File: src/rtl/v850_fetch_pkg.sv
// rtl/v850_fetch_pkg.sv - shared types and helpers for the instruction fetch path
//
// Purpose: the state encoding, bus widths and beat-count helper used by the
// instruction-memory fetch responder and its window aligner.
// Ports: none (package).

package v850_fetch_pkg;

  localparam int FETCH_W = 64;  // fetch window returned to the fetcher
  localparam int IMEM_DW = 32;  // instruction RAM data width

  typedef enum logic [1:0] {
    IDLE  = 2'd0,
    ISSUE = 2'd1,
    DRAIN = 2'd2,
    RESP  = 2'd3
  } fetch_state_e;

  // A halfword-offset window straddles one extra RAM word.
  function automatic logic [1:0] beats(input logic haddr0);
    return haddr0 ? 2'd3 : 2'd2;
  endfunction

endpackage

File: src/rtl/imem_window_align.sv
// rtl/imem_window_align.sv - selects the 64-bit fetch window from three buffered RAM words
//
// Purpose: combinational byte alignment of the fetch window.
// Ports:
//   win_buf   in   96  {w2,w1,w0}, w0 holds the lowest-addressed bytes
//   half_off  in   1   window starts at a halfword offset inside w0
//   window    out  64  little-endian window, first byte in bits [7:0]

module imem_window_align
  import v850_fetch_pkg::*;
(
  input  logic [3*IMEM_DW-1:0] win_buf,
  input  logic                 half_off,
  output logic [FETCH_W-1:0]   window
);

  // Offset window skips the two low bytes of w0: bits [79:16], else [63:0].
  logic [4:0] bit_ofs;

  assign bit_ofs = {half_off, 4'b0000};
  assign window  = win_buf[bit_ofs +: FETCH_W];

endmodule

File: src/rtl/imem_fetch_responder.sv
// rtl/imem_fetch_responder.sv - assembles 64-bit instruction fetch windows from a 32-bit sync RAM
//
// Purpose: accepts a halfword fetch address, reads 2 (aligned) or 3 (halfword
// offset) consecutive RAM words, and returns the 64-bit little-endian window
// starting at byte {haddr,1'b0}. flush_i aborts any fetch in progress.
// Ports:
//   clk, rst_n             clock, asynchronous active-low reset
//   flush_i                abort in-flight fetch (highest priority)
//   req_valid/req_ready    request handshake, req_haddr = halfword address
//   rsp_valid/rsp_ready    response handshake, rsp_data = window, rsp_haddr = echo
//   mem_rd/mem_addr        RAM read strobe and word address
//   mem_rdata              RAM data, valid the cycle after mem_rd

module imem_fetch_responder
  import v850_fetch_pkg::*;
#(
  parameter  int PC_W = 25,
  localparam int WA_W = PC_W - 1
) (
  input  logic                 clk,
  input  logic                 rst_n,
  input  logic                 flush_i,
  input  logic                 req_valid,
  input  logic [PC_W-1:0]      req_haddr,
  output logic                 req_ready,
  output logic                 rsp_valid,
  input  logic                 rsp_ready,
  output logic [FETCH_W-1:0]   rsp_data,
  output logic [PC_W-1:0]      rsp_haddr,
  output logic                 mem_rd,
  output logic [WA_W-1:0]      mem_addr,
  input  logic [IMEM_DW-1:0]   mem_rdata
);

  fetch_state_e         state;
  logic [PC_W-1:0]      haddr_q;
  logic [1:0]           cnt;       // beats issued so far for this fetch
  logic                 rd_q;      // a beat is arriving on mem_rdata this cycle
  logic [1:0]           slot_q;    // buffer slot that beat belongs to
  logic [3*IMEM_DW-1:0] buffer;
  logic [3*IMEM_DW-1:0] buf_next;
  logic [FETCH_W-1:0]   window;

  assign req_ready = (state == IDLE) & ~flush_i;

  // Buffer including the beat landing this cycle, so DRAIN can register the
  // response in the same cycle the last word arrives.
  always_comb begin
    buf_next = buffer;
    if (rd_q) begin
      case (slot_q)
        2'd0:    buf_next[31:0]  = mem_rdata;
        2'd1:    buf_next[63:32] = mem_rdata;
        default: buf_next[95:64] = mem_rdata;
      endcase
    end
  end

  imem_window_align u_align (
    .win_buf  (buf_next),
    .half_off (haddr_q[0]),
    .window   (window)
  );

  always_ff @(posedge clk or negedge rst_n) begin
    if (!rst_n) begin
      state     <= IDLE;
      haddr_q   <= '0;
      cnt       <= '0;
      rd_q      <= 1'b0;
      slot_q    <= '0;
      buffer    <= '0;
      rsp_valid <= 1'b0;
      rsp_data  <= '0;
      rsp_haddr <= '0;
      mem_rd    <= 1'b0;
      mem_addr  <= '0;
    end else begin
      rd_q   <= mem_rd;
      slot_q <= cnt - 2'd1;
      buffer <= buf_next;

      if (flush_i) begin
        // Beats already in flight are dropped by clearing rd_q.
        state     <= IDLE;
        rsp_valid <= 1'b0;
        mem_rd    <= 1'b0;
        rd_q      <= 1'b0;
      end else begin
        case (state)
          IDLE: begin
            if (req_valid) begin
              haddr_q  <= req_haddr;
              mem_rd   <= 1'b1;
              mem_addr <= req_haddr[PC_W-1:1];
              cnt      <= 2'd1;
              state    <= ISSUE;
            end
          end
          ISSUE: begin
            if (cnt == beats(haddr_q[0])) begin
              mem_rd <= 1'b0;
              state  <= DRAIN;
            end else begin
              mem_addr <= mem_addr + 1'b1;  // wraps modulo 2^WA_W
              cnt      <= cnt + 2'd1;
            end
          end
          DRAIN: begin
            rsp_valid <= 1'b1;
            rsp_data  <= window;
            rsp_haddr <= haddr_q;
            state     <= RESP;
          end
          RESP: begin
            if (rsp_ready) begin
              rsp_valid <= 1'b0;
              state     <= IDLE;
            end
          end
          default: state <= IDLE;
        endcase
      end
    end
  end

endmodule

File: config.mk
export PLATFORM = sky130hd
export DESIGN_NAME = imem_fetch_responder
export DESIGN_NICKNAME = d
export VERILOG_FILES = /design/src/rtl/v850_fetch_pkg.sv /design/src/rtl/imem_window_align.sv /design/src/rtl/imem_fetch_responder.sv
export SDC_FILE = /design/constraint.sdc
export NUM_CORES = 1
export LEC_CHECK = 0
export CORE_MARGIN = 2
export CORE_UTILIZATION = 51
export CTS_CLUSTER_DIAMETER = 200
export DETAILED_ROUTE_END_ITERATION = 12
export HOLD_SLACK_MARGIN = 0.02
export PLACE_DENSITY = 0.78
export SLEW_MARGIN = 20
export SYNTH_ARGS = -nofsm -noshare
export SYNTH_HDL_FRONTEND = slang
export SYNTH_SLANG_ARGS = --single-unit
File: constraint.sdc
create_clock -name clk -period 5.74 [get_ports clk]
set_input_delay 1.148 -clock clk [delete_from_list [all_inputs] [get_ports clk]]
set_output_delay 1.148 -clock clk [all_outputs]
set_load 0.1 [all_outputs]
==> summary.md <==
| Metric | Value |
|---|---|
| Total DRC errors in the routed layout | `0` |
| R2R depth | `8` |
| Worst-path clk slew | `60 ps` |
| Maximum clock insertion buffer count | `3` |
| Number of gates resized after cts | `0` |
| Hold Worst Slack | `473 ps` |
| Fmax | `241 MHz` |
| Cell type contributing the most total cell area after synthesis | `sky130_fd_sc_hd__dfrtp_1` |
| Worst Setup Slack, final | `1580 ps` |
| Buffers on Ports | `177` |
| Most repeated cell in the gate-level netlist after synthesis | `sky130_fd_sc_hd__dfrtp_1` |
| Post-synth design cell area | `9920 um^2` |
| Actual slew at the worst max-slew pin | `1050 ps` |
| Antenna violations before repair | `0` |
| Grt met3 use | `5.43%` |
| Most numerous cell types in the synthesized netlist | `227 x sky130_fd_sc_hd__dfrtp_1, 146 x sky130_fd_sc_hd__nand2_1, 86 x sky130_fd_sc_hd__nor2_1` |
| Detailed-route vias per instance | `5.45` |
| Hold Path Cell Cnt | `2` |
| Final Wtd Congestion | `0.862` |
| End of the worst register-to-register path | `mem_addr[13]` |
| Post-synthesis net count | `1007` |
| Kind of start point of the critical path | `input pin` |
| Reg2Reg Launch Point | `state[0]` |
| Capturing element type of the critical path | `primary output` |
| DPL Wire Length | `14900 um` |
| Most Frequent Cell on Critical Path | `sky130_fd_sc_hd__clkdlybuf4s50_1` |
| Die area | `20600 um^2` |
| Post-Synthesis Mean Instance Area | `10.6 um^2` |
| Number of unique standard cell types used by synthesis | `53` |
| Setup tns final | `0 ps` |
| Number of flops mapped to enable cells by yosys | `0` |
| Total number of H-tree levels | `1` |
| Global-route wire length before repair | `37200 um` |
| Final count of hold timing violations | `0` |
| Maximum number of pins on one net before global-route repair | `122` |
| Number of global-route vias before repair | `7206` |
| Skew-Pair Late Insertion Delay | `500 ps` |
| Worst path max stage delay | `1140 ps` |
| Max-slew headroom at the worst pin | `29.7%` |
| Cells after Synth | `940` |
| Floorplan Core Area | `19300 um^2` |
| Number of sinks handled by clock tree synthesis | `227` |
| Type of the worst setup path | `input pin to primary output` |
| Layout-stage area growth over the synthesis result | `28.1%` |
| Startpoint of the worst hold path | `haddr_q[1]` |
| Wire length reported by the detailed router | `22900 um` |
| Cell class contributing the biggest share of worst-path delay | `buffers and inverters` |
| Worst setup slack for register-to-register paths | `3070 ps` |
| Top-level port count | `178` |
| Met2 usage | `36.0%` |
| Buffers and inverters on the worst path | `3` |
| CTS tree | `built` |
| CP Cell Sequence | `clkdlybuf4s50_1, buf_4, nor2b_1, clkdlybuf4s50_1` |
| Pre-CTS setup slack | `1590 ps` |
| Fraction of final layout cells sized beyond drive strength 1 | `11.9%` |
| Die W | `144 um` |
| Number of violations of the max-capacitance limit | `0` |
| Slowest library cell on the worst path | `sky130_fd_sc_hd__clkdlybuf4s50_1` |
| Iteration count of the initial detailed-routing pass | `5` |
| Root Buffer Master | `sky130_fd_sc_hd__clkbuf_16` |
| Cells taking the most area after synthesis | `sky130_fd_sc_hd__dfrtp_1 57%, sky130_fd_sc_hd__mux2_2 7.7%, sky130_fd_sc_hd__nand2_1 5.5%, sky130_fd_sc_hd__mux2i_1 3.8%, sky130_fd_sc_hd__nor2_1 3.3%` |
| Outcome | `complete, no violations` |
| Unrepaired setup endpoints after global routing | `no` |
| Final nets | `1163` |
| Height of the chip | `144 um` |
| Wire per inst | `16.6 um` |
| Number of warnings issued by yosys | `0` |
| Proportion of synthesized chip area in sequential cells | `57.2%` |
| Worst path required time | `4590 ps` |
| Setup fix buffers added after clock tree synthesis | `0` |
| Final worst-path cycle share | `72.4%` |
| Gr busiest metal | `met2` |
| Leading register cell type out of synthesis | `sky130_fd_sc_hd__dfrtp_1` |
| Count of state elements after synthesis | `227` |
| Hold buffers post-CTS | `0` |
| Via count | `7503` |
| Final setup violation count | `0` |
| GR met1 Demand/Resource | `31.5%` |
| Number of antenna-violating nets in the routed design | `0` |
| GRT Total Usage | `22.4%` |
| Row cnt | `51` |
| First-iteration detailed-routing DRC count | `487` |
| Worst hold path endpoint | `haddr_q[1]` |
| Proportion of synthesized flip-flops having asynchronous set or reset | `100%` |
| Final Max Slew Viols | `0` |
| Skew final | `7.59 ps` |
| Inserted Diodes | `0` |
| Minimum clock period after layout | `4160 ps` |
| Initial core utilization | `51.5%` |
| Grt ovf | `0` |
| Arrival time worst endpoint | `3010 ps` |
| Proportion of netlist area held by the largest area contributor | `57.2%` |
| Inserted Clock Buffers | `24` |
| Highest fanout seen on the critical path | `18` |
| HP Class | `register to register` |
[metal layers]
metal / wire length (um) / share of wire, %
met1: 10100 / 44
met2: 10700 / 47
met3: 1770 / 7.7
met4: 287 / 1.3
met5: 0 / 0
[how the worst max path moves through the flow]
stage	start	to	slack (ps)	cells past startpoint
5_1_grt	flush_i	req_ready	1520	4
3_5_place_dp	flush_i	req_ready	1590	4
6_report	flush_i	req_ready	1580	4
2_1_floorplan	flush_i	req_ready	1750	3
3_3_place_gp	flush_i	req_ready	1560	4
4_1_cts	flush_i	req_ready	1570	4
[cells in the final DEF, fill, tap and decap left out, drive strengths merged, types with 23 or more instances in the layout]
master	count
dfrtp	227
clkdlybuf4s50	176
nand2	147
nor2	87
mux2	76
o21ai	66
a21oi	44
inv	44
mux2i	38
clkbuf	33
a211oi	24
a21o	23
[sequential cells by signal, summed over array words and instances, names as in the netlist]
register and flops:
mem_addr 24, state 2, rsp_valid 1, rsp_data 64, buffer 80, mem_rd 1, slot_q 2, haddr_q 25
rd_q 1, cnt 2, rsp_haddr 25
[cells by family after synthesis]
family                   Yosys count  share of synthesized area (%)
AND/OR/NAND/NOR                  297                           12.8
flip-flops                       227                           57.2
AO/OA/AOI/OAI                    192                           12.3
multiplexers                     114                           12.5
buffers and inverters            102                           4.29
adder cells (fa/ha/maj)            5                          0.630
XOR/XNOR                           3                          0.265
[stage by stage]
stage | util [%] | instances | cell area [um^2]
floorplan | - | 940 | 9920
global placement | 61.7 | 1335 | 11900
detailed placement | 61.7 | 1335 | 11900
CTS | 66.0 | 1377 | 12700
global route | 66.0 | 1377 | 12700
finish | 66.0 | 1377 | 12700
[layout make-up]
cell class	instances	area [um^2]
Clock buffer	33	676
Clock inverter	9	149
Fill cell	1549	6550
Inverter	43	161
Multi-Input combinational cell	611	3830
Sequential cell	227	5680
Tap cell	265	332
Timing Repair Buffer	189	1880
[worst min-delay path, stage by stage (launching register included)]
cell,delay [ps]
sky130_fd_sc_hd__dfrtp_1,340
sky130_fd_sc_hd__nand2_1,50
sky130_fd_sc_hd__nand2_1,50
Power is left out: the tool's default activity adds up to more than one toggle a clock period on the data nets, which glitch-free logic cannot reach.
